--- src/rtl/rf_writeback_if.sv ---
// ALU result handshake into the write-back stage.
// The producer holds every field stable while i_alu_valid=1 until it sees i_alu_valid & o_alu_ready.
interface rf_writeback_if #(
    parameter int AW = 4
);
    logic          i_alu_valid;
    logic          o_alu_ready;
    logic [AW-1:0] i_alu_rd;
    logic [3:0]    i_alu_wen;
    logic [31:0]   i_alu_data;

    modport master (
        output i_alu_valid, i_alu_rd, i_alu_wen, i_alu_data,
        input  o_alu_ready
    );

    modport slave (
        input  i_alu_valid, i_alu_rd, i_alu_wen, i_alu_data,
        output o_alu_ready
    );
endinterface

--- src/rtl/rf_writeback.sv ---
// Write-back stage: merges load responses (never stalled) and ALU results (skid FIFO) onto
// the single register-file write port, and keeps the per-register pending-load scoreboard.
module rf_writeback #(
    parameter int ALU_FIFO_DEPTH = 2,
    parameter int NREGS          = 16,
    localparam int AW            = $clog2(NREGS)
) (
    input  logic             i_clk,
    input  logic             i_rst,
    input  logic             i_clk_en,
    rf_writeback_if.slave    alu,
    input  logic             i_ld_issue,
    input  logic [AW-1:0]    i_ld_issue_rd,
    input  logic             i_ld_valid,
    input  logic [AW-1:0]    i_ld_rd,
    input  logic [1:0]       i_ld_size,
    input  logic             i_ld_signed,
    input  logic [1:0]       i_ld_boff,
    input  logic [31:0]      i_ld_data,
    output logic [AW-1:0]    o_waddr,
    output logic [3:0]       o_wen,
    output logic             o_cs_b,
    output logic [31:0]      o_din,
    output logic [NREGS-1:0] o_pending,
    output logic             o_ld_err
);
    localparam int PW = (ALU_FIFO_DEPTH > 1) ? $clog2(ALU_FIFO_DEPTH) : 1;
    localparam int CW = $clog2(ALU_FIFO_DEPTH + 1);

    logic [AW-1:0]    fifo_rd_q   [ALU_FIFO_DEPTH];
    logic [AW-1:0]    fifo_rd_d   [ALU_FIFO_DEPTH];
    logic [3:0]       fifo_wen_q  [ALU_FIFO_DEPTH];
    logic [3:0]       fifo_wen_d  [ALU_FIFO_DEPTH];
    logic [31:0]      fifo_data_q [ALU_FIFO_DEPTH];
    logic [31:0]      fifo_data_d [ALU_FIFO_DEPTH];
    logic [PW-1:0]    rd_ptr_q, rd_ptr_d;
    logic [PW-1:0]    wr_ptr_q, wr_ptr_d;
    logic [CW-1:0]    count_q, count_d;
    logic             alu_ready_q, alu_ready_d;

    logic [AW-1:0]    waddr_q, waddr_d;
    logic [3:0]       wen_q, wen_d;
    logic             cs_b_q, cs_b_d;
    logic [31:0]      din_q, din_d;
    logic [NREGS-1:0] pending_q, pending_d;
    logic             ld_err_q, ld_err_d;

    logic             alu_keep;
    logic             push;
    logic             pop;
    logic [15:0]      ld_shifted;
    logic [31:0]      ld_fmt;

    function automatic logic [PW-1:0] next_ptr(input logic [PW-1:0] p);
        if (p == PW'(ALU_FIFO_DEPTH - 1)) begin
            return '0;
        end
        return p + PW'(1);
    endfunction

    // Half loads with odd offsets use the same shift as aligned ones; only the low 16 bits matter.
    always_comb begin
        ld_shifted = 16'(i_ld_data >> {i_ld_boff, 3'b000});
        case (i_ld_size)
            2'b00:   ld_fmt = {{24{i_ld_signed & ld_shifted[7]}}, ld_shifted[7:0]};
            2'b01:   ld_fmt = {{16{i_ld_signed & ld_shifted[15]}}, ld_shifted};
            default: ld_fmt = i_ld_data;
        endcase
    end

    always_comb begin
        fifo_rd_d   = fifo_rd_q;
        fifo_wen_d  = fifo_wen_q;
        fifo_data_d = fifo_data_q;
        rd_ptr_d    = rd_ptr_q;
        wr_ptr_d    = wr_ptr_q;
        waddr_d     = waddr_q;
        wen_d       = wen_q;
        cs_b_d      = cs_b_q;
        din_d       = din_q;
        pending_d   = pending_q;
        ld_err_d    = ld_err_q;
        push        = 1'b0;
        pop         = 1'b0;

        // An all-zero byte mask is accepted by the handshake but produces no write at all.
        alu_keep = i_clk_en & alu.i_alu_valid & alu_ready_q & (|alu.i_alu_wen);

        if (i_clk_en) begin
            cs_b_d = 1'b1;
            wen_d  = 4'b0000;
            if (i_ld_valid) begin
                cs_b_d  = 1'b0;
                waddr_d = i_ld_rd;
                wen_d   = 4'b1111;
                din_d   = ld_fmt;
                push    = alu_keep;
            end else if (count_q != '0) begin
                cs_b_d  = 1'b0;
                waddr_d = fifo_rd_q[rd_ptr_q];
                wen_d   = fifo_wen_q[rd_ptr_q];
                din_d   = fifo_data_q[rd_ptr_q];
                pop     = 1'b1;
                push    = alu_keep;
            end else if (alu_keep) begin
                cs_b_d  = 1'b0;
                waddr_d = alu.i_alu_rd;
                wen_d   = alu.i_alu_wen;
                din_d   = alu.i_alu_data;
            end

            // Clear before set so a same-cycle issue to the written register stays pending.
            if (i_ld_valid) begin
                pending_d[i_ld_rd] = 1'b0;
                if (!pending_q[i_ld_rd]) begin
                    ld_err_d = 1'b1;
                end
            end
            if (i_ld_issue) begin
                pending_d[i_ld_issue_rd] = 1'b1;
            end
        end

        if (push) begin
            fifo_rd_d[wr_ptr_q]   = alu.i_alu_rd;
            fifo_wen_d[wr_ptr_q]  = alu.i_alu_wen;
            fifo_data_d[wr_ptr_q] = alu.i_alu_data;
            wr_ptr_d              = next_ptr(wr_ptr_q);
        end
        if (pop) begin
            rd_ptr_d = next_ptr(rd_ptr_q);
        end

        // Ready was high when a push happened, so the FIFO had room even without a pop.
        count_d     = count_q + CW'(push) - CW'(pop);
        alu_ready_d = (count_d < CW'(ALU_FIFO_DEPTH));
    end

    always_ff @(posedge i_clk) begin
        if (i_rst) begin
            for (int i = 0; i < ALU_FIFO_DEPTH; i++) begin
                fifo_rd_q[i]   <= '0;
                fifo_wen_q[i]  <= '0;
                fifo_data_q[i] <= '0;
            end
            rd_ptr_q    <= '0;
            wr_ptr_q    <= '0;
            count_q     <= '0;
            alu_ready_q <= 1'b1;
            waddr_q     <= '0;
            wen_q       <= 4'b0000;
            cs_b_q      <= 1'b1;
            din_q       <= '0;
            pending_q   <= '0;
            ld_err_q    <= 1'b0;
        end else begin
            fifo_rd_q   <= fifo_rd_d;
            fifo_wen_q  <= fifo_wen_d;
            fifo_data_q <= fifo_data_d;
            rd_ptr_q    <= rd_ptr_d;
            wr_ptr_q    <= wr_ptr_d;
            count_q     <= count_d;
            alu_ready_q <= alu_ready_d;
            waddr_q     <= waddr_d;
            wen_q       <= wen_d;
            cs_b_q      <= cs_b_d;
            din_q       <= din_d;
            pending_q   <= pending_d;
            ld_err_q    <= ld_err_d;
        end
    end

    assign alu.o_alu_ready = alu_ready_q;
    assign o_waddr         = waddr_q;
    assign o_wen           = wen_q;
    assign o_cs_b          = cs_b_q;
    assign o_din           = din_q;
    assign o_pending       = pending_q;
    assign o_ld_err        = ld_err_q;
endmodule

--- src/flat_wrapper.sv ---
// flat-port wrapper written by rule: the top's interface ports become plain ports
module rf_writeback_flat 
#(
    parameter int ALU_FIFO_DEPTH = 2,
    parameter int NREGS          = 16,
    localparam int AW            = $clog2(NREGS)
)
  (i_clk, i_rst, i_clk_en, i_ld_issue, i_ld_issue_rd, i_ld_valid, i_ld_rd, i_ld_size, i_ld_signed, i_ld_boff, i_ld_data, o_waddr, o_wen, o_cs_b, o_din, o_pending, o_ld_err, alu_i_alu_valid, alu_i_alu_rd, alu_i_alu_wen, alu_i_alu_data, alu_o_alu_ready);
  rf_writeback_if alu_i ();
  input  logic i_clk;
  input  logic i_rst;
  input  logic i_clk_en;
  input  logic i_ld_issue;
  input  logic [AW-1:0] i_ld_issue_rd;
  input  logic i_ld_valid;
  input  logic [AW-1:0] i_ld_rd;
  input  logic [1:0] i_ld_size;
  input  logic i_ld_signed;
  input  logic [1:0] i_ld_boff;
  input  logic [31:0] i_ld_data;
  output logic [AW-1:0] o_waddr;
  output logic [3:0] o_wen;
  output logic o_cs_b;
  output logic [31:0] o_din;
  output logic [NREGS-1:0] o_pending;
  output logic o_ld_err;
  input wire logic [$bits(alu_i.i_alu_valid)-1:0] alu_i_alu_valid;
  input wire logic [$bits(alu_i.i_alu_rd)-1:0] alu_i_alu_rd;
  input wire logic [$bits(alu_i.i_alu_wen)-1:0] alu_i_alu_wen;
  input wire logic [$bits(alu_i.i_alu_data)-1:0] alu_i_alu_data;
  output wire logic [$bits(alu_i.o_alu_ready)-1:0] alu_o_alu_ready;
  assign alu_i.i_alu_valid = alu_i_alu_valid;
  assign alu_i.i_alu_rd = alu_i_alu_rd;
  assign alu_i.i_alu_wen = alu_i_alu_wen;
  assign alu_i.i_alu_data = alu_i_alu_data;
  assign alu_o_alu_ready = alu_i.o_alu_ready;
  rf_writeback #(.ALU_FIFO_DEPTH(ALU_FIFO_DEPTH), .NREGS(NREGS)) u_core (.i_clk(i_clk), .i_rst(i_rst), .i_clk_en(i_clk_en), .alu(alu_i), .i_ld_issue(i_ld_issue), .i_ld_issue_rd(i_ld_issue_rd), .i_ld_valid(i_ld_valid), .i_ld_rd(i_ld_rd), .i_ld_size(i_ld_size), .i_ld_signed(i_ld_signed), .i_ld_boff(i_ld_boff), .i_ld_data(i_ld_data), .o_waddr(o_waddr), .o_wen(o_wen), .o_cs_b(o_cs_b), .o_din(o_din), .o_pending(o_pending), .o_ld_err(o_ld_err));
endmodule
--- config.mk ---
export PLATFORM = sky130hd
export DESIGN_NAME = rf_writeback_flat
export DESIGN_NICKNAME = d
export VERILOG_FILES = /design/src/rtl/rf_writeback_if.sv /design/src/rtl/rf_writeback.sv /design/src/flat_wrapper.sv
export SDC_FILE = /design/constraint.sdc
export NUM_CORES = 1
export LEC_CHECK = 0
export ABC_CLOCK_PERIOD_IN_PS = 2100
export CAP_MARGIN = 25
export CORE_MARGIN = 2
export CORE_UTILIZATION = 25
export DETAILED_ROUTE_END_ITERATION = 10
export PLACE_DENSITY = 0.44
export SYNTH_ARGS = -nofsm -noshare
export SYNTH_HDL_FRONTEND = slang
export SYNTH_SLANG_ARGS = --single-unit
--- constraint.sdc ---
create_clock -name i_clk -period 2.1 [get_ports i_clk]
set_input_delay 0.315 -clock i_clk [delete_from_list [all_inputs] [get_ports i_clk]]
set_output_delay 0.315 -clock i_clk [all_outputs]
set_load 0.005 [all_outputs]
Word level (Yosys, flattened, before mapping)

Cells that the tools add are included.

Register bits after elaboration: 143
Output and inout bits: 59
Logic and storage cells: 102

Add/subtract/negate cells: 4
Order comparisons: 8
Equality and inequality tests: 1
Shift operators: 1
Muxes and demuxes: 52
Bitwise gates (word level): 11
Reduce and logical (&&, ||, !) cells: 9

Operator list:

| cell               | count |
|---|---|
| $mux 32            | 7 |
| $bwmux 64          | 1 |
| $pmux 32 s2        | 1 |
| $mux 4             | 13 |
| $mux 16            | 3 |
| $demux 32 s1       | 1 |
| $shr 32x5->16      | 1 |
| $mux 1             | 20 |
| $and 16x16->16     | 1 |
| $bwmux 8           | 2 |
| $not 16->16        | 1 |
| $or 16x16->16      | 1 |
| $lt 4x5->1 const B | 2 |
| $demux 1 s4        | 2 |
| $ge 4x1->1 const B | 2 |
| $and 1x1->1        | 5 |
| $bmux 1 s4         | 1 |
| $demux 4 s1        | 1 |
| $ge 2x2->1 const B | 2 |
| $not 1->2          | 2 |
| $reduce_or 4->1    | 1 |
| $logic_and 1x1->1  | 3 |
| $reduce_and 3->1   | 1 |
| $reduce_bool 3->1  | 1 |
| other kinds (10)   | 11 |

Depth between registers and ports, before layout

Gate-level depths: netlist of the first run.

Depth in word-level cells: 10
Gate-level depth with buffers: 12
Gate-level depth less buffers: 9

Least setup slack after synthesis of the first run

No wires, ideal clock.

Path type: register to register
From: register u_core.count_q[0]
To: register u_core.alu_ready_q, in the netlist u_core.alu.o_alu_ready
Arrival: 2.154 ns
Required time: 1.985 ns
Path slack: -0.169 ns
Cell stages (with the launch flop): 13
Buffers on the path: 3
Clock period less this slack: 2.269 ns
Path through: dfxtp_1 -> buf_2 -> or2_2 -> clkbuf_1 -> clkbuf_1 -> nor2b_1 -> ha_1 -> inv_1 -> ha_1 -> xnor2_1 -> xnor2_1 -> nor2b_1 -> inv_1

Elaborated cells on any way between the ends: 10
Classes of those cells: 2 x add/sub; 1 x order compare; 6 x mux; 1 x reduce/logical

RTL lines:

| item                   | RTL line            | RTL |
|---|---|---|
| from (decl)            | rf_writeback.sv:38  | `logic [CW-1:0] count_q, count_d;` |
| from (signal assigned) | rf_writeback.sv:162 | `count_q <= count_d;` |
| $reduce_bool 2->1      | rf_writeback.sv:98  | `end else if (count_q != '0) begin` |
| $mux 1                 | rf_writeback.sv:98  |  |
| $mux 1                 | rf_writeback.sv:92  | `if (i_ld_valid) begin` |
| $mux 1                 | rf_writeback.sv:89  | `if (i_clk_en) begin` |
| net u_core.pop         | rf_writeback.sv:50  | `logic pop;` |
| $sub 2x1->2            | rf_writeback.sv:135 | `count_d = count_q + CW'(push) - CW'(pop);` |
| $lt 2x2->1             | rf_writeback.sv:136 | `alu_ready_d = (count_d < CW'(ALU_FIFO_DEPTH));` |
| to (signal assigned)   | rf_writeback.sv:163 | `alu_ready_q <= alu_ready_d;` |
| to (decl)              | rf_writeback.sv:39  | `logic alu_ready_q, alu_ready_d;` |

The timed path passes the listed nets, and every way through them passes these cells.
A chain may end at the register's enable or synchronous reset.

Worst setup path after layout of the first run

From: input port i_ld_boff[1]
To: register u_core.din_q[16], in the netlist u_core.o_din[16]

Cells in the longest elaborated chain, start to end: 4
Elaborated cells on any way between the ends: 5
Classes of those cells: 1 x shift; 2 x mux; 2 x bitwise

RTL lines:

| item                                  | RTL line                               | RTL |
|---|---|---|
| from (decl)                           | flat_wrapper.sv:19                     | `input logic [1:0] i_ld_boff;` |
| $shr 32x5->16 (*)                     | rf_writeback.sv:63                     | `ld_shifted = 16'(i_ld_data >> {i_ld_boff, 3'b000});` |
| $and 1x1->1, on equally long branches | rf_writeback.sv:66, rf_writeback.sv:65 |  |
| $pmux 32 s2 (*)                       | rf_writeback.sv:64                     | `case (i_ld_size)` |
| $mux 32 (*)                           | rf_writeback.sv:92                     |  |
| to (signal assigned)                  | rf_writeback.sv:167                    | `din_q <= din_d;` |
| to (decl)                             | rf_writeback.sv:44                     | `logic [31:0] din_q, din_d;` |

Mark *: on every way between the ends. The rest lies on a longest branch, timed or not.

==> flow_metrics.py, run 1 <==
metrics = {
    "synthesis": {
        "yosys.area.top_type": "dfxtp_1",
        "ys_ff_latch": 143,
        "synth-main-ff-cell": "dfxtp_1",
        "netlist_area_mm2": 0.00734,
        "avgSynthCellArea_um2": 8.25,
        "ys_warn_count": 0,
        "synthArstFlopShare_pct": 0,
        "yosys-top-cells-area": "dfxtp_1, nand2_1, a21oi_1",
        "synth_edf_count": 0,
        "synth_cell_types": 55,
        "synthCells": 890,
        "synth_top_area_share_pct": 39.0,
        "syn_nets": 983,
        "yosysSeqAreaShare_pct": 39.0,
    },
    "worst_setup_path": {
        "cp.required_ns": 2.37,
        "end_kind": "flop",
        "start_kind": "input pin",
        "worstSetupPathType": "in2reg",
        "cp.arrival_ns": 2.29,
        "cp_max_fo": 11,
    },
    "global_route": {
        "grt_util_met2_pct": 26.8,
        "met1_usage_pct": 26.2,
        "grt-ovfl-total": 0,
        "grt_max_degree": 66,
        "grt_pass1_vias": 7067,
        "grt_util_met3_pct": 2.99,
        "grt_pass1_wl_mm": 42.2,
        "grt_use_total_pct": 17.7,
        "antenna_found_initial": 0,
        "top_usage_layer": "met2",
    },
    "finish": {
        "final_cell_count_no_fill": 1464,
        "seqCellArea_mm2": 0.00286,
        "nets": 1160,
        "multi_input_comb_area_mm2": 0.00410,
        "final_cell_mix": "nand2_1, clkdlybuf4s50_1, dfxtp_1, a21oi_1, buf_4",
        "synthToLayoutAreaGrowth_pct": 41.4,
        "final_common_cell": "nand2_1",
        "utilization_pct": 36.1,
        "drive_gt1_share_pct": 17.3,
        "antenna_cells": 0,
        "fillers": 2980,
    },
    "placement": {
        "numPortBuffers": 149,
        "dp_cells": 1432,
        "hpwl_mm": 20.0,
        "place_ws_ns": -0.465,
        "place_congestion": 0.802,
    },
    "routing": {
        "dr.pass1.iters": 5,
        "final_antenna_net_count": 0,
        "routed_wl_mm": 27.3,
        "drc": 0,
        "vias_per_cell": 4.90,
        "post_drt_wl_per_cell_um": 18.7,
        "vias": 7176,
        "drtIter0Drc": 514,
    },
    "power": {
        "powerDensity_mw_per_mm2": 769,
        "p_leak_nw": 3.54,
        "ir_drop_uv": 505,
    },
    "floorplan": {
        "core_mm2": 0.0288,
        "die_area_mm2": 0.0307,
        "dieWidth_um": 175,
        "num_rows": 62,
        "start_util_pct": 25.5,
        "io_pins": 150,
        "dieHeight_um": 175,
    },
    "timing": {
        "whs_ns": 0.327,
        "worst_slew_pin_slew_ns": 0.782,
        "fmax_mhz": 495,
        "hold_viol_final": 0,
        "final.min_clock_period_ns": 2.02,
        "final.setup.tns_ns": 0,
        "fin_skew_ns": 0.0116,
        "rsz0062_at_grt": "false",
        "slew_headroom_pct": 47.7,
        "worst_slack_ns": 0.0809,
        "slew_viol_final": 0,
        "fin_crit_sh_pct": 96.1,
        "setup_viol": 0,
    },
    "clock_network": {
        "cts_max_path_buffers": 2,
        "h-tree-depth": 4,
        "clock_latency_ns": 0.42,
        "numCtsBuffers": 17,
        "path_clk_slew_ns": 0.06,
        "cts_hold_buf": 0,
        "tritoncts": "yes",
        "cts_root_buf": "clkbuf_16",
        "cts.sinks": 143,
    },
    "min_path": {
        "hp-class": "in2reg",
    },
    "run_status": {
        "status": "completed",
    },
    "flow_run": {
        "cap_violations": 0,
    },
}
[area by class of cell]
type / count / area share [%]
inverter: 5 / 0.181
clock buffer: 20 / 4.40
multi-input combinational: 655 / 39.5
timing repair buffer: 245 / 22.7
tap: 384 / 4.63
sequential: 143 / 27.6
clock inverter: 12 / 0.952
[where the power goes]
group | leakage (nW) | internal (mW) | switching [mW]
Clock | 0.269 | 1.60 | 1.26
Sequential | 1.17 | 2.91 | 0.143
Combinational | 2.11 | 0.991 | 1.08
[flip-flops by register name (all words and copies together), names as in the netlist]
signal / count
u_core.fifo_data_q: 64
u_core.o_din: 32
u_core.o_pending: 16
u_core.fifo_rd_q: 8
u_core.fifo_wen_q: 8
u_core.o_waddr: 4
u_core.o_wen: 4
u_core.count_q: 2
u_core.alu.o_alu_ready: 1
u_core.o_cs_b: 1
u_core.o_ld_err: 1
u_core.rd_ptr_q: 1
u_core.wr_ptr_q: 1
[layer usage]
metal | vias to the layer above | part of all wire, % | routed length (um)
met5 | - | 0 | 0
met4 | 0 | 0.78 | 214
met3 | 9 | 4.4 | 1190
met2 | 160 | 44 | 11900
met1 | 3433 | 51 | 14000
li1 | 3574 | - | -
[through the flow]
stage / power [mW] / cell area [um2]
floorplan: 4.11 / 7390
global placement: 5.18 / 9820
detailed placement: 5.18 / 9820
CTS: 8.08 / 10400
global route: 8.37 / 10400
finish: 7.98 / 10400
[synth_stat cells (2+ instances only)]
| cell | count |
|---|---|
| a2111oi_0 | 7 |
| a2111oi_2 | 15 |
| a211oi_1 | 8 |
| a21oi_1 | 112 |
| a221oi_1 | 4 |
| a2bb2oi_1 | 23 |
| a311oi_1 | 8 |
| buf_1 | 2 |
| buf_2 | 22 |
| buf_4 | 2 |
| buf_6 | 6 |
| clkbuf_1 | 54 |
| dfxtp_1 | 143 |
| ha_1 | 2 |
| inv_1 | 5 |
| mux2_2 | 20 |
| mux2i_1 | 29 |
| mux4_2 | 6 |
| nand2_1 | 189 |
| nand2b_1 | 4 |
| nand3_1 | 8 |
| nand3b_1 | 15 |
| nand4b_1 | 2 |
| nor2_1 | 50 |
| nor2b_1 | 6 |
| nor3_1 | 43 |
| nor3b_1 | 2 |
| nor4_1 | 4 |
| nor4b_2 | 2 |
| o211ai_1 | 15 |
| o21ai_0 | 25 |
| o21ba_2 | 3 |
| o21bai_1 | 2 |
| o221ai_1 | 8 |
| o31ai_1 | 7 |
| o32ai_1 | 16 |
| xnor2_1 | 3 |
[worst paths after layout]
path	end	start	slack (ns)	depth (start not counted)
min	u_core.o_din[15]$_SDFFE_PP0P_	i_rst	0.33	2
max	u_core.o_din[16]$_SDFFE_PP0P_	i_ld_boff[1]	0.08	5
max reg2reg	u_core.alu.o_alu_ready$_SDFF_PP1_	u_core.count_q[0]$_SDFF_PP0_	0.24	9
min reg2reg	u_core.fifo_wen_q[7]$_SDFFE_PP0P_	u_core.fifo_wen_q[7]$_SDFFE_PP0P_	0.45	2
[what timing repair did]
action | CTS | global route
setup endpoints to repair | 1 | 3
resized for setup | 1 | 3
setup buffers | 0 | 0
[worst max-delay path, cell delays in order]
cell and delay [ns]:
clkdlybuf4s50_1 0.50, mux4_2 0.56, nor3b_4 0.23, a2111oi_1 0.55, o32ai_1 0.14
[cell families after synthesis]
kind of cell | Yosys count | synth area share, %
AOI/OAI and AO/OA | 259 | 24.8
xor gates and xnor gates | 3 | 0.358
adders and majority gates | 2 | 0.341
buffers and inverters | 92 | 5.81
DFF | 143 | 39.0
muxes | 55 | 8.87
and+or+nand+nor | 336 | 20.8
No activity file was read; power rests on OpenSTA's default activity.
==> inputs of run 2 (changes only) <==
--- a/config.mk
+++ b/config.mk
@@ -7,10 +7,13 @@
 export LEC_CHECK = 0
 export ABC_CLOCK_PERIOD_IN_PS = 2100
 export CAP_MARGIN = 25
+export CELL_PAD_IN_SITES_DETAIL_PLACEMENT = 0
+export CELL_PAD_IN_SITES_GLOBAL_PLACEMENT = 1
 export CORE_MARGIN = 2
 export CORE_UTILIZATION = 25
 export DETAILED_ROUTE_END_ITERATION = 10
-export PLACE_DENSITY = 0.44
+export PLACE_DENSITY = 0.57
 export SYNTH_ARGS = -nofsm -noshare
 export SYNTH_HDL_FRONTEND = slang
 export SYNTH_SLANG_ARGS = --single-unit
+export TNS_END_PERCENT = 5
==> flow_metrics.py, run 2 (synthesis results as in run 1) <==
metrics = {
    "timing": {
        "rsz0062_at_grt": "true",
        "slew_headroom_pct": 69.9,
        "whs_ns": 0.349,
        "hold_viol_final": 0,
        "final.setup.tns_ns": 0,
        "fin_skew_ns": 0.0135,
        "setup_viol": 0,
        "fin_crit_sh_pct": 96.7,
        "final.min_clock_period_ns": 2.03,
        "worst_slew_pin_slew_ns": 0.440,
        "slew_viol_final": 0,
        "worst_slack_ns": 0.0684,
        "fmax_mhz": 492,
    },
    "placement": {
        "hpwl_mm": 19.8,
        "numPortBuffers": 149,
        "place_ws_ns": -0.454,
        "dpl_cell_area_mm2": 0.00972,
        "place_congestion": 0.792,
    },
    "min_path": {
        "hp-class": "in2reg",
        "hold_start": "i_rst",
        "min_to": "u_core.fifo_data_q[62]$_SDFFE_PP0P_",
        "whs_path_depth": 2,
    },
    "clock_network": {
        "clock_latency_ns": 0.43,
        "post_cts_buffers": 0,
        "h-tree-depth": 4,
        "path_clk_slew_ns": 0.06,
        "cts_max_path_buffers": 2,
        "cts.sinks": 143,
        "cts_root_buf": "clkbuf_16",
        "tritoncts": "yes",
        "numCtsBuffers": 17,
    },
    "finish": {
        "multi_input_comb_area_mm2": 0.00411,
        "final_common_cell": "nand2_1",
        "nets": 1151,
        "top_register": "u_core.fifo_data_q",
        "final_cell_mix": "nand2_1, clkdlybuf4s50_1, dfxtp_1, a21oi_1, buf_4",
        "final_area_mm2": 0.0104,
        "seqCellArea_mm2": 0.00286,
        "drive_gt1_share_pct": 16.6,
        "antenna_cells": 0,
        "largest_reg_flops": 64,
        "synthToLayoutAreaGrowth_pct": 41.7,
        "fillers": 2970,
    },
    "floorplan": {
        "dieWidth_um": 175,
        "core_mm2": 0.0288,
        "num_rows": 62,
        "io_pins": 150,
        "die_area_mm2": 0.0307,
        "dieHeight_um": 175,
        "start_util_pct": 25.5,
    },
    "routing": {
        "final_antenna_net_count": 0,
        "vias_per_cell": 4.96,
        "dr.pass1.iters": 5,
        "met3_length_mm": 1.14,
        "wl_met1_mm": 13.9,
        "routed_wl_mm": 27.7,
        "post_drt_wl_per_cell_um": 19.1,
        "top_layer": "met4",
        "vias": 7214,
        "drtIter0Drc": 572,
        "met2_length_mm": 12.3,
        "drc": 0,
    },
    "global_route": {
        "antenna_found_initial": 0,
        "grt_use_total_pct": 18.1,
        "grt_max_degree": 58,
        "grt_pass1_vias": 7076,
        "grt-ovfl-total": 0,
        "grt_pass1_wl_mm": 42.9,
    },
    "run_status": {
        "status": "completed",
    },
    "worst_setup_path": {
        "timing.rr.start": "u_core.count_q[1]$_SDFF_PP0_",
        "cp_max_fo": 6,
        "r2r_setup_slack_ns": 0.20,
        "cp.arrival_ns": 2.32,
        "r2r_end": "u_core.o_wen[0]$_SDFFE_PP0P_",
        "start_kind": "input pin",
        "reg2reg_depth": 6,
        "worstSetupPathType": "in2reg",
        "cp.required_ns": 2.39,
        "end_kind": "flop",
    },
    "power": {
        "powerDensity_mw_per_mm2": 819,
        "ir_drop_uv": 424,
        "p_leak_nw": 3.54,
    },
    "flow_run": {
        "cap_violations": 0,
    },
}
[run 2: cell count changes in the layout (fill, tap and decap cells not counted), sizes merged]
cell and change:
buf -9, clkinvlp -1, bufinv +5, inv -4
[run 2: area by class of cell]
class / count / share of cell area (%)
Clock buffer: 20 / 4.30
Clock inverter: 12 / 1.99
Timing Repair Buffer: 236 / 21.8
Multi-Input combinational cell: 655 / 39.6
Sequential cell: 143 / 27.5
Tap cell: 384 / 4.62
Inverter: 5 / 0.181
[run 2: worst max-delay path by stage]
stage / from / end / cells after the start
final: i_ld_boff[1] / u_core.o_din[16]$_SDFFE_PP0P_ / 6
after global routing: i_clk_en / u_core.o_din[8]$_SDFFE_PP0P_ / 7
after CTS: i_ld_boff[1] / u_core.o_din[17]$_SDFFE_PP0P_ / 6
after detailed placement: i_ld_boff[1] / u_core.o_din[16]$_SDFFE_PP0P_ / 6
after global placement: i_ld_boff[1] / u_core.o_din[18]$_SDFFE_PP0P_ / 7
after floorplan: u_core.count_q[0]$_SDFF_PP0_ / u_core.alu.o_alu_ready$_SDFF_PP1_ / 12
[run 2: what timing repair did]
action,4_1_cts,5_1_grt
hold buffers,0,0
setup endpoints to repair,1,4
gates resized for setup,1,6
gates cloned,0,0
[run 2: critical path: stages]
cell	delay, ns
clkdlybuf4s50_1	0.51
mux4_2	0.55
nor3b_4	0.20
buf_4	0.16
a2111oi_1	0.46
o32ai_1	0.13
[run 2: per-layer routing]
metal  up-vias  global-route usage (%)
met2       179                    27.3
met5         -                       0
met1      3456                    26.6
li1       3552                       -
met4         0                    5.17
met3        27                    2.90
[run 2: through the flow]
step                std cells  utilization (%)  power, mW
global placement         1423             33.8       5.17
floorplan                 890                -       4.11
CTS                      1455             36.1       8.61
detailed placement       1423             33.8       5.17
global route             1455             36.1       8.91
finish                   1455             36.1       8.52
[run 2: report_power, final]
| group | switching [mW] | internal (mW) |
|---|---|---|
| Clock | 1.25 | 2.15 |
| Combinational | 1.07 | 0.993 |
| Sequential | 0.144 | 2.91 |
==> inputs of run 3 (changes only) <==
--- a/config.mk
+++ b/config.mk
@@ -6,7 +6,7 @@
 export NUM_CORES = 1
 export LEC_CHECK = 0
 export ABC_CLOCK_PERIOD_IN_PS = 2100
-export CAP_MARGIN = 25
+export CAP_MARGIN = 20
 export CELL_PAD_IN_SITES_DETAIL_PLACEMENT = 0
 export CELL_PAD_IN_SITES_GLOBAL_PLACEMENT = 1
 export CORE_MARGIN = 2
==> results of run 3 <==
Same layout as run 2: the final DEF is identical, and so are final timing and power.
